$ cat config.mk
export PLATFORM = sky130hd
export DESIGN_NAME = trap_ctrl
export DESIGN_NICKNAME = d
export VERILOG_FILES = /design/src/rtl/trap_ctrl.sv
export SDC_FILE = /design/constraint.sdc
export NUM_CORES = 1
export LEC_CHECK = 0
export CAP_MARGIN = 25
export CORE_MARGIN = 2
export CORE_UTILIZATION = 40
export CTS_BUF_LIST = sky130_fd_sc_hd__clkbuf_8
export CTS_CLUSTER_SIZE = 30
export DETAILED_ROUTE_END_ITERATION = 10
export PLACE_DENSITY_LB_ADDON = 0.08
export SLEW_MARGIN = 20
export SYNTH_ARGS = -nofsm -noshare
export SYNTH_HDL_FRONTEND = slang
export SYNTH_SLANG_ARGS = --single-unit
$ cat constraint.sdc
create_clock -name ctrl_clk -period 2.7 [get_ports ctrl_clk]
set_input_delay 0.54 -clock ctrl_clk [delete_from_list [all_inputs] [get_ports ctrl_clk]]
set_output_delay 0.54 -clock ctrl_clk [all_outputs]
set_load 0.02 [all_outputs]
$ cat src/rtl/trap_ctrl.sv
// Trap sequencer in front of the CSR file: arbitrates exceptions, mret and interrupts,
// drains the pipe, pulses the CSR commit, then hands the redirect PC to fetch.
module trap_ctrl #(
  parameter int SYNC_STAGES = 2,
  parameter bit VECTORED_EN = 1'b1
) (
  input  logic        ctrl_clk,
  input  logic        ctrl_reset_n,
  input  logic [2:0]  irq_raw,
  output logic [2:0]  ctrl_mxip,
  input  logic        ctrl_mie,
  input  logic [2:0]  ctrl_mxie,
  input  logic [31:0] mtvec,
  input  logic [31:0] mepc,
  input  logic        exc_valid,
  input  logic [3:0]  exc_cause,
  input  logic [31:0] exc_pc,
  input  logic        mret_valid,
  output logic        exc_ready,
  input  logic [31:0] next_pc,
  input  logic        pipe_idle,
  output logic        stall,
  output logic        ctrl_trap,
  output logic        ctrl_mret,
  output logic [31:0] trap_pc,
  output logic [4:0]  trap_info,
  output logic        redir_valid,
  output logic [31:0] redir_pc,
  input  logic        redir_ready
);

  typedef enum logic [1:0] {
    IDLE     = 2'd0,
    DRAIN    = 2'd1,
    COMMIT   = 2'd2,
    REDIRECT = 2'd3
  } state_t;

  logic [2:0]  sync_r [SYNC_STAGES];
  logic [2:0]  pend_s;
  logic        int_req_s;
  logic [3:0]  irq_code_s;
  logic [31:0] base_s;
  logic [31:0] redir_nxt_s;

  state_t      state_r;
  logic        mret_r;
  logic [4:0]  info_r;
  logic [31:0] epc_r;

  // Pending-interrupt synchroniser chain
  always_ff @(posedge ctrl_clk or negedge ctrl_reset_n) begin
    if (!ctrl_reset_n) begin
      for (int i = 0; i < SYNC_STAGES; i++) sync_r[i] <= 3'b000;
    end else begin
      sync_r[0] <= irq_raw;
      for (int i = 1; i < SYNC_STAGES; i++) sync_r[i] <= sync_r[i-1];
    end
  end

  assign ctrl_mxip = sync_r[SYNC_STAGES-1];
  assign pend_s    = ctrl_mxie & ctrl_mxip;
  assign int_req_s = ctrl_mie & (|pend_s);
  assign base_s    = {mtvec[31:2], 2'b00};

  // Reset gating keeps every output low while reset is held, even this combinational one
  assign exc_ready = ctrl_reset_n & (state_r == IDLE) & (exc_valid | mret_valid);

  // Interrupt code selection: external > software > timer
  always_comb begin
    irq_code_s = 4'd7;
    if (pend_s[0]) begin
      irq_code_s = 4'd11;
    end else if (pend_s[1]) begin
      irq_code_s = 4'd3;
    end else begin
      irq_code_s = 4'd7;
    end
  end

  // Redirect target, sampled during COMMIT before the CSR file updates
  always_comb begin
    redir_nxt_s = base_s;
    if (mret_r) begin
      redir_nxt_s = mepc;
    end else if (VECTORED_EN && info_r[4] && (mtvec[1:0] == 2'b01)) begin
      redir_nxt_s = base_s + {26'd0, info_r[3:0], 2'b00};
    end else begin
      redir_nxt_s = base_s;
    end
  end

  // Sequencer FSM with registered outputs
  always_ff @(posedge ctrl_clk or negedge ctrl_reset_n) begin
    if (!ctrl_reset_n) begin
      state_r     <= IDLE;
      mret_r      <= 1'b0;
      info_r      <= 5'd0;
      epc_r       <= 32'd0;
      stall       <= 1'b0;
      ctrl_trap   <= 1'b0;
      ctrl_mret   <= 1'b0;
      trap_pc     <= 32'd0;
      trap_info   <= 5'd0;
      redir_valid <= 1'b0;
      redir_pc    <= 32'd0;
    end else begin
      case (state_r)
        IDLE: begin
          if (exc_valid) begin
            info_r  <= {1'b0, exc_cause};
            epc_r   <= exc_pc;
            mret_r  <= 1'b0;
            stall   <= 1'b1;
            state_r <= DRAIN;
          end else if (mret_valid) begin
            mret_r  <= 1'b1;
            stall   <= 1'b1;
            state_r <= DRAIN;
          end else if (int_req_s) begin
            info_r  <= {1'b1, irq_code_s};
            epc_r   <= next_pc;
            mret_r  <= 1'b0;
            stall   <= 1'b1;
            state_r <= DRAIN;
          end
        end
        DRAIN: begin
          if (pipe_idle) begin
            ctrl_trap <= 1'b1;
            ctrl_mret <= mret_r;
            trap_pc   <= epc_r;
            trap_info <= info_r;
            state_r   <= COMMIT;
          end
        end
        COMMIT: begin
          ctrl_trap   <= 1'b0;
          ctrl_mret   <= 1'b0;
          trap_pc     <= 32'd0;
          trap_info   <= 5'd0;
          redir_valid <= 1'b1;
          redir_pc    <= redir_nxt_s;
          state_r     <= REDIRECT;
        end
        REDIRECT: begin
          if (redir_ready) begin
            redir_valid <= 1'b0;
            redir_pc    <= 32'd0;
            stall       <= 1'b0;
            state_r     <= IDLE;
          end
        end
        default: begin
          state_r     <= IDLE;
          stall       <= 1'b0;
          ctrl_trap   <= 1'b0;
          ctrl_mret   <= 1'b0;
          trap_pc     <= 32'd0;
          trap_info   <= 5'd0;
          redir_valid <= 1'b0;
          redir_pc    <= 32'd0;
        end
      endcase
    end
  end

endmodule

==> results.txt, run 1 <==
- CTS Hold Buffers Added: 0
* Timing-limited maximum frequency: 398 MHz
* Least-Margin Pin Slew: 0.680 ns
* Cell chain of the critical path: inv_1 > ha_2 > o211a_1 > clkdlybuf4s50_1
- TritonCTS built the clock tree.
- Synth Cell Area: 5830 um^2
* Critical Setup Path Class: flip-flop to primary output
- Setup violations remaining at the end of the flow were counted as 0.
* Via count of the first global-routing pass: 4,973
* Top_reg_cell synth: dfrtp_1
- 222 I/O pins were placed.
* Highest fanout seen on the critical path: 8
- In the finished design, the share of the clock period the worst path needs comes to 0.932.
* Total die area: 15,600 um^2
* Buffers from clock root to sink, at most: 2
- Ratio of total power to cell area: 954 nW/um^2
* Worst EP arrival: 1.98 ns
* Post-detailed-route DRC marker count: 0
- Critical path endpoint category: primary output
- Number of CTS-inserted buffers: 17
- Of the post-synthesis cell area, the dominant cell type holds 0.511.
- Final Hold Vio Count: 0
* Total number of H-tree levels: 4
- Sink Count: 119
* Most used standard cell by instance count after synthesis: dfrtp_1
- Detailed placement finished with a half-perimeter wire length of 11,400 um.
- Number of vias per cell after detailed routing: 4.95
- Critical Path Source Type: flip-flop
- The largest total area in the synthesized netlist belongs to dfrtp_1.
- For this run the aggregate overflow at the end of global routing stands at 0.
- At the worst endpoint, the required time is 2.16 ns.
- Post-route non-filler standard cell count: 1,017
* Relative slew margins: 0.547
- Result of the run: complete, no violations
* Wire length of the first global-routing pass: 25,000 um
* Setup bufs post-CTS: 0
* All-Layer GR Usage: 0.202
- ANT cells: 0
- In this run the clock root is driven by a clkbuf_8.
- Initial cell density of the core: 0.406
- Number of nets at the end of the flow: 974
- Placed instance count: 985
- Synthesis produced a netlist with a net count of 756.
- Max-cap violations in this run came to 0.
* Share of the yosys chip area belonging to registers: 0.511
- Counting flops and latches in the post-synthesis netlist gives 119.
* Number of antenna violations at the first check in global routing: 0
* Most area-consuming cells after synthesis: dfrtp_1 51%, o21ai_0 8.7%, nand2_1 6.2%
- Number of search-and-repair iterations in the first detailed-routing pass: 5
* Clock insertion delay at the later pin of the skew report: 0.43 ns
- Detail-routed net length per standard cell: 15.2 um
- The floorplan has 44 rows.
- Synthesized area per cell: 9.68 um^2
- The floorplan step defined a core boundary enclosing 14,400 um^2.
- The count of nets left with antenna violations once routing finished came out at 0.
- Worst clock skew: 0.00884 ns
- Of the cells placed in the final design, the portion with a size suffix greater than 1 is 0.0792.
* Number of slew-limit violations in the final report: 0
* Path type of the worst min-delay path: input pin to async pin
- After detailed routing, the total wire length is 15,500 um.
- VDD IR-drop max: 350 uV
- Yosys warns: 0
- In this run the static leakage power is 3.72 nW.
- The die is 125 um wide.
* Leading post-synthesis cells by instance count: 119 x dfrtp_1, 101 x o21ai_0, 96 x nand2_1
* Post-synthesis async set-or-reset flop share: 1.00
* Critical Path Slowest Stage Cell: clkdlybuf4s50_1
* Post-cts resize count: 0
* Maximum single-stage delay on the critical path: 0.61 ns
- Vias post-DR: 5,038
* Pin count of the biggest net entering global routing: 120
- The synthesized design contains 0 enable-type register cells.
- Input and output buffers added on the ports amount to 221.
- On the final layout, the worst hold slack is 0.181 ns.
- Setup repair after global routing left no endpoint under its margin.
- Yosys mapped the design onto 50 distinct sky130hd cell types.
* Weighted congestion reported at the end of routability-driven placement: 0.795
- From synthesis to final layout, the design area changed by 48.6%.
- Final critical-path required period: 2.52 ns
- Post-CTS clock slew at the launch and capture registers of the worst setup and hold paths: 0.07 ns
- Counting every instance in the synthesized netlist gives 602.
- Die boundary height: 125 um
- Number of violations reported at the end of detailed-routing iteration 0: 294
- After filler insertion, the fill cell instance count of the layout stands at 1,304.
==> critical path, delay by kind of cell, from the launching register on <==
kind | cells | cell delay [ns]
adders and majority gates | 1 | 0.27
AOI/OAI and AO/OA | 1 | 0.17
DFF | 1 | 0.42
buffers and inverters | 2 | 0.71
==> registers in the layout, summed over array words and instances (netlist names) <==
register,flops
ctrl_trap,1
epc_r,32
state_r,2
trap_pc,32
redir_valid,1
ctrl_mret,1
trap_info,5
ctrl_mxip,3
stall,1
mret_r,1
redir_pc,32
info_r,5
sync_r,3
==> path summary, 6_finish.rpt <==
| path | to | depth (start not counted) | slack (ns) | start |
|---|---|---|---|---|
| max | exc_ready | 4 | 0.18 | state_r[0]$_DFFE_PN0P_ |
| min | redir_pc[11]$_DFFE_PN0P_ | 2 | 0.18 | ctrl_reset_n |
| max reg2reg | redir_pc[10]$_DFFE_PN0P_ | 9 | 0.47 | info_r[0]$_DFFE_PN0P_ |
| min reg2reg | ctrl_mxip[1]$_DFF_PN0_ | 0 | 0.36 | sync_r[4]$_DFF_PN0_ |
| max in group asynchronous | redir_pc[0]$_DFFE_PN0P_ | 2 | 1.95 | ctrl_reset_n |
| min in group ctrl_clk | ctrl_mxip[1]$_DFF_PN0_ | 0 | 0.36 | sync_r[4]$_DFF_PN0_ |
==> layout by cell type, fill, tap and decap left out, drive strengths merged, types with 16 or more instances in the layout <==
master	instances
inv	18
mux2i	33
o21ai	111
nor2	16
clkdlybuf4s50	219
a22oi	26
nand2	96
dfrtp	119
clkbuf	21
nand2b	37
buf	20
xnor2	18
==> cell families (layout without fill, tap and decap cells) <==
group	after synthesis	in the layout	synth area share
AOI/OAI and AO/OA	167	167	0.166
buffers and inverters	55	286	0.0395
xor gates and xnor gates	28	28	0.0421
muxes	34	34	0.0586
and+or+nand+nor	190	190	0.162
DFF	119	119	0.511
adders and majority gates	9	9	0.0206
==> per-stage QoR <==
stage / setup TNS [ns] / instance area, um^2 / power [mW] / worst slack (ns) / util
final: 0 / 8660 / 8.26 / 0.184 / 0.603
after detailed placement: -1.18 / 8260 / 6.76 / -0.185 / 0.575
after global routing: 0 / 8660 / 8.88 / 0.0612 / 0.603
after floorplan: 0 / 5830 / 5.07 / 0.488 / -
after CTS: 0 / 8660 / 8.38 / 0.0613 / 0.602
after global placement: -0.234 / 8260 / 6.65 / -0.0770 / 0.575
==> routing by layer <==
layer,part of all wire,vias up,global-route usage
met1,0.42,2356,0.249
met4,0.0089,0,0.0668
li1,-,2506,-
met2,0.49,168,0.333
met5,0,-,0
met3,0.073,8,0.0696
==> cell type report <==
type | instances | area, um^2 | share of cell area
Sequential cell | 119 | 2980 | 0.344
Multi-Input combinational cell | 428 | 2650 | 0.306
Timing Repair Buffer | 239 | 2350 | 0.272
Clock buffer | 21 | 289 | 0.0334
Tap cell | 184 | 230 | 0.0266
Clock inverter | 11 | 106 | 0.0123
Inverter | 15 | 56.3 | 0.00650
==> power by group <==
| part | internal (mW) | total [mW] | switching [mW] |
|---|---|---|---|
| Sequential | 2.50 | 2.92 | 0.414 |
| Clock | 0.902 | 1.59 | 0.687 |
| Combinational | 1.73 | 3.75 | 2.02 |
| Total | 5.14 | 8.26 | 3.12 |
(Power assumes the default switching activity.)
==> run 2, diff against run 1 <==
--- a/constraint.sdc
+++ b/constraint.sdc
@@ -3,2 +3,2 @@
 set_output_delay 0.54 -clock ctrl_clk [all_outputs]
-set_load 0.02 [all_outputs]
+set_load 0.05 [all_outputs]
==> run 2 against run 1 <==
  * Clock skew rose by 0.00072 ns
  * Register-to-register slack barely moved
  * Maximum frequency rose by 2.9%
  * Sequential share of layout area rose by 0.27 points
  * Cell count barely moved
  * Final area fell by 0.77%
  * Non-clock buffer count did not move
  * Routed wire length fell by 1.5%
  * Sequential power barely moved
  * Clock power fell by 17%
  * Critical path type is now input pin to flip-flop
  * Global-route usage fell by 0.079 points
  * Critical endpoint is now redir_pc[10]$_DFFE_PN0P_
==> results.txt, run 2 (synthesis gave the netlist of run 1 again) <==
- Ratio of total power to cell area: 1040 nW/um^2
- The share of total power dissipated in sequential elements is 0.326.
* Core utilization of the finished layout: 0.598
- Relative to the synthesized area, the layout overhead comes to 47.4%.
- Entering global routing, the biggest net connects 120 pins.
- Path type of the worst min-delay path: input pin to async pin
- Worst clock skew: 0.00956 ns
- Clock tree from TritonCTS: yes
- In the routed design, unresolved DRC markers number 0.
* Number of search-and-repair iterations in the first detailed-routing pass: 4
- Before CTS, the worst setup slack after placement is -0.147 ns.
- Num ports: 222
- Setup slack closes at 0.256 ns.
- Total die area: 15,600 um^2
- The flow ran to the end, and the final reports show no timing, DRC or antenna violations.
- Critical Path Source Type: input pin
* Relative slew margins: 0.535
- The design draws 8.95 mW.
- The core region is 14,400 um^2.
* Internal power contribution: 4.91 mW
- After legalization and detailed placement, the total HPWL measured 11,200 um.
- Of the cells placed in the final design, the portion with a size suffix greater than 1 is 0.0733.
- Most frequent cells in the layout: 218 x clkdlybuf4s50_1, 119 x dfrtp_1, 101 x o21ai_0
- After clock tree synthesis, the repair step resized 0 gates.
- The first global-routing pass estimated 25,200 um of wire.
- At the worst endpoint, the arrival time is 2.73 ns.
- Most common cell after layout, fill and taps aside: clkdlybuf4s50_1
* Reported max-cap violation count: 0
- The die is 125 um tall.
- Clock tree synthesis selected as its root buffer the cell clkbuf_8.
- Detail-routed net length per standard cell: 15.0 um
- The total overflow left after global routing is 0.
- Number of nets with antenna violations after detailed routing: 0
* Post-CTS clock slew at the launch and capture registers of the worst setup and hold paths: 0.06 ns
- The number of global-route vias before repair came to 5,008.
- Sum of routed wire length over all layers: 15,200 um
* Clock insertion delay at the later pin of the skew report: 0.43 ns
- Number of violations reported at the end of detailed-routing iteration 0: 349
- The floorplan step set the die width to 125 um.
- The initial antenna violation count is 0.
* Final cycle utilization of the critical path: 0.905
- Critical path endpoint category: flip-flop
- The final max-slew violation count was 0.
- Input and output buffers added on the ports amount to 221.
- Leaving out filler cells and counting taps, the final layout contains 1,016.
- Setup repair after global routing missed its margin: no
- Weighted congestion reported at the end of routability-driven placement: 0.797
- Of the total power, the share spent switching nets is 0.452.
* Net switching power: 4.04 mW
- The analysis attributes to cell leakage a power of 3.71 nW.
- 0 antenna diodes ended up in the layout.
- Number of CTS-inserted buffers: 17
* Total number of H-tree levels: 4
- Along the worst path, the maximum fanout reaches 6.
* Fraction of power consumed by combinational cells: 0.526
- Dividing the detail-routed via count by the number of cells gives 4.90.
- In the global route stage, overall resource usage came out at 0.201.
- The initial utilization of the core area, before any placement, comes to 0.406.
- Counting tap cells, the placed design contains a total of 985 instances.
- Least-Margin Pin Slew: 0.698 ns
- The number of hold buffers added after CTS was 0.
- Number of placement rows: 44
* Final Hold Vio Count: 0
- Final setup violation count: 0
* Sink Count: 119
- Based on the critical path, the design can be clocked at up to 409 MHz.
- Hold is met by 0.167 ns.
- Number of nets at the end of the flow: 974
- At the worst endpoint, the required time is 2.99 ns.
* Vias post-DR: 4,983
- Total Neg Setup Slack: 0 ns
- Buffers from clock root to sink, at most: 2
* Critical Setup Path Class: input pin to flip-flop
- The worst-case IR drop observed on VDD is 391 uV.
- Once the clock tree was built, the setup fixing pass inserted 0 buffers.
- Final critical-path required period: 2.44 ns
- Summing all non-filler instances in the final layout gives an area of 8590 um^2.
- In the final layout, the registers with the most flip-flops are epc_r x32, redir_pc x32, trap_pc x32.
- Of the total power, the clock network draws 0.148.
- Placed cell areas: 8270 um^2
run 2: per-layer routing:
| layer | wire (um) | track usage | share of wire | vias up |
|---|---|---|---|---|
| met2 | 7390 | 0.332 | 0.49 | 164 |
| met5 | 0 | 0 | 0 | - |
| met3 | 1070 | 0.0580 | 0.070 | 17 |
| met1 | 6590 | 0.255 | 0.43 | 2295 |
| met4 | 188 | 0.0661 | 0.012 | 0 |
| li1 | - | - | - | 2507 |
run 2: final cells by class:
type | instances | area, um^2
Fill cell | 1286 | 5780
Sequential cell | 119 | 2980
Multi-Input combinational cell | 428 | 2640
Timing Repair Buffer | 239 | 2360
Clock buffer | 20 | 275
Tap cell | 184 | 230
Inverter | 15 | 56.3
Clock inverter | 11 | 46.3
run 2: power groups by stage:
stage               logic (mW)  clock network [mW]  registers, mW
CTS                       4.78                1.37           2.93
global placement          4.69                   0           2.92
global route              5.11                1.46           3.01
finish                    4.71                1.32           2.92
detailed placement        4.77                   0           2.95
floorplan                 1.72                   0           4.29
run 2: final timing paths:
path / endpoint / depth (start not counted) / startpoint / slack (ns)
min in group ctrl_clk: ctrl_mxip[1]$_DFF_PN0_ / 0 / sync_r[4]$_DFF_PN0_ / 0.35
setup reg to reg: redir_pc[10]$_DFFE_PN0P_ / 9 / info_r[0]$_DFFE_PN0P_ / 0.48
setup / recovery: redir_pc[10]$_DFFE_PN0P_ / 10 / mtvec[2] / 0.26
max in group asynchronous: redir_pc[25]$_DFFE_PN0P_ / 2 / ctrl_reset_n / 1.95
hold / removal: redir_pc[10]$_DFFE_PN0P_ / 2 / ctrl_reset_n / 0.17
hold reg to reg: ctrl_mxip[1]$_DFF_PN0_ / 0 / sync_r[4]$_DFF_PN0_ / 0.35
run 2: worst max-delay path, cell delays in order:
cell and delay, ns:
clkdlybuf4s50_1 0.49, ha_1 0.18, inv_1 0.06, fa_1 0.39
nor2b_1 0.20, o31a_1 0.16, and3_1 0.29, and3_2 0.22
xnor2_1 0.11, o21ai_0 0.10
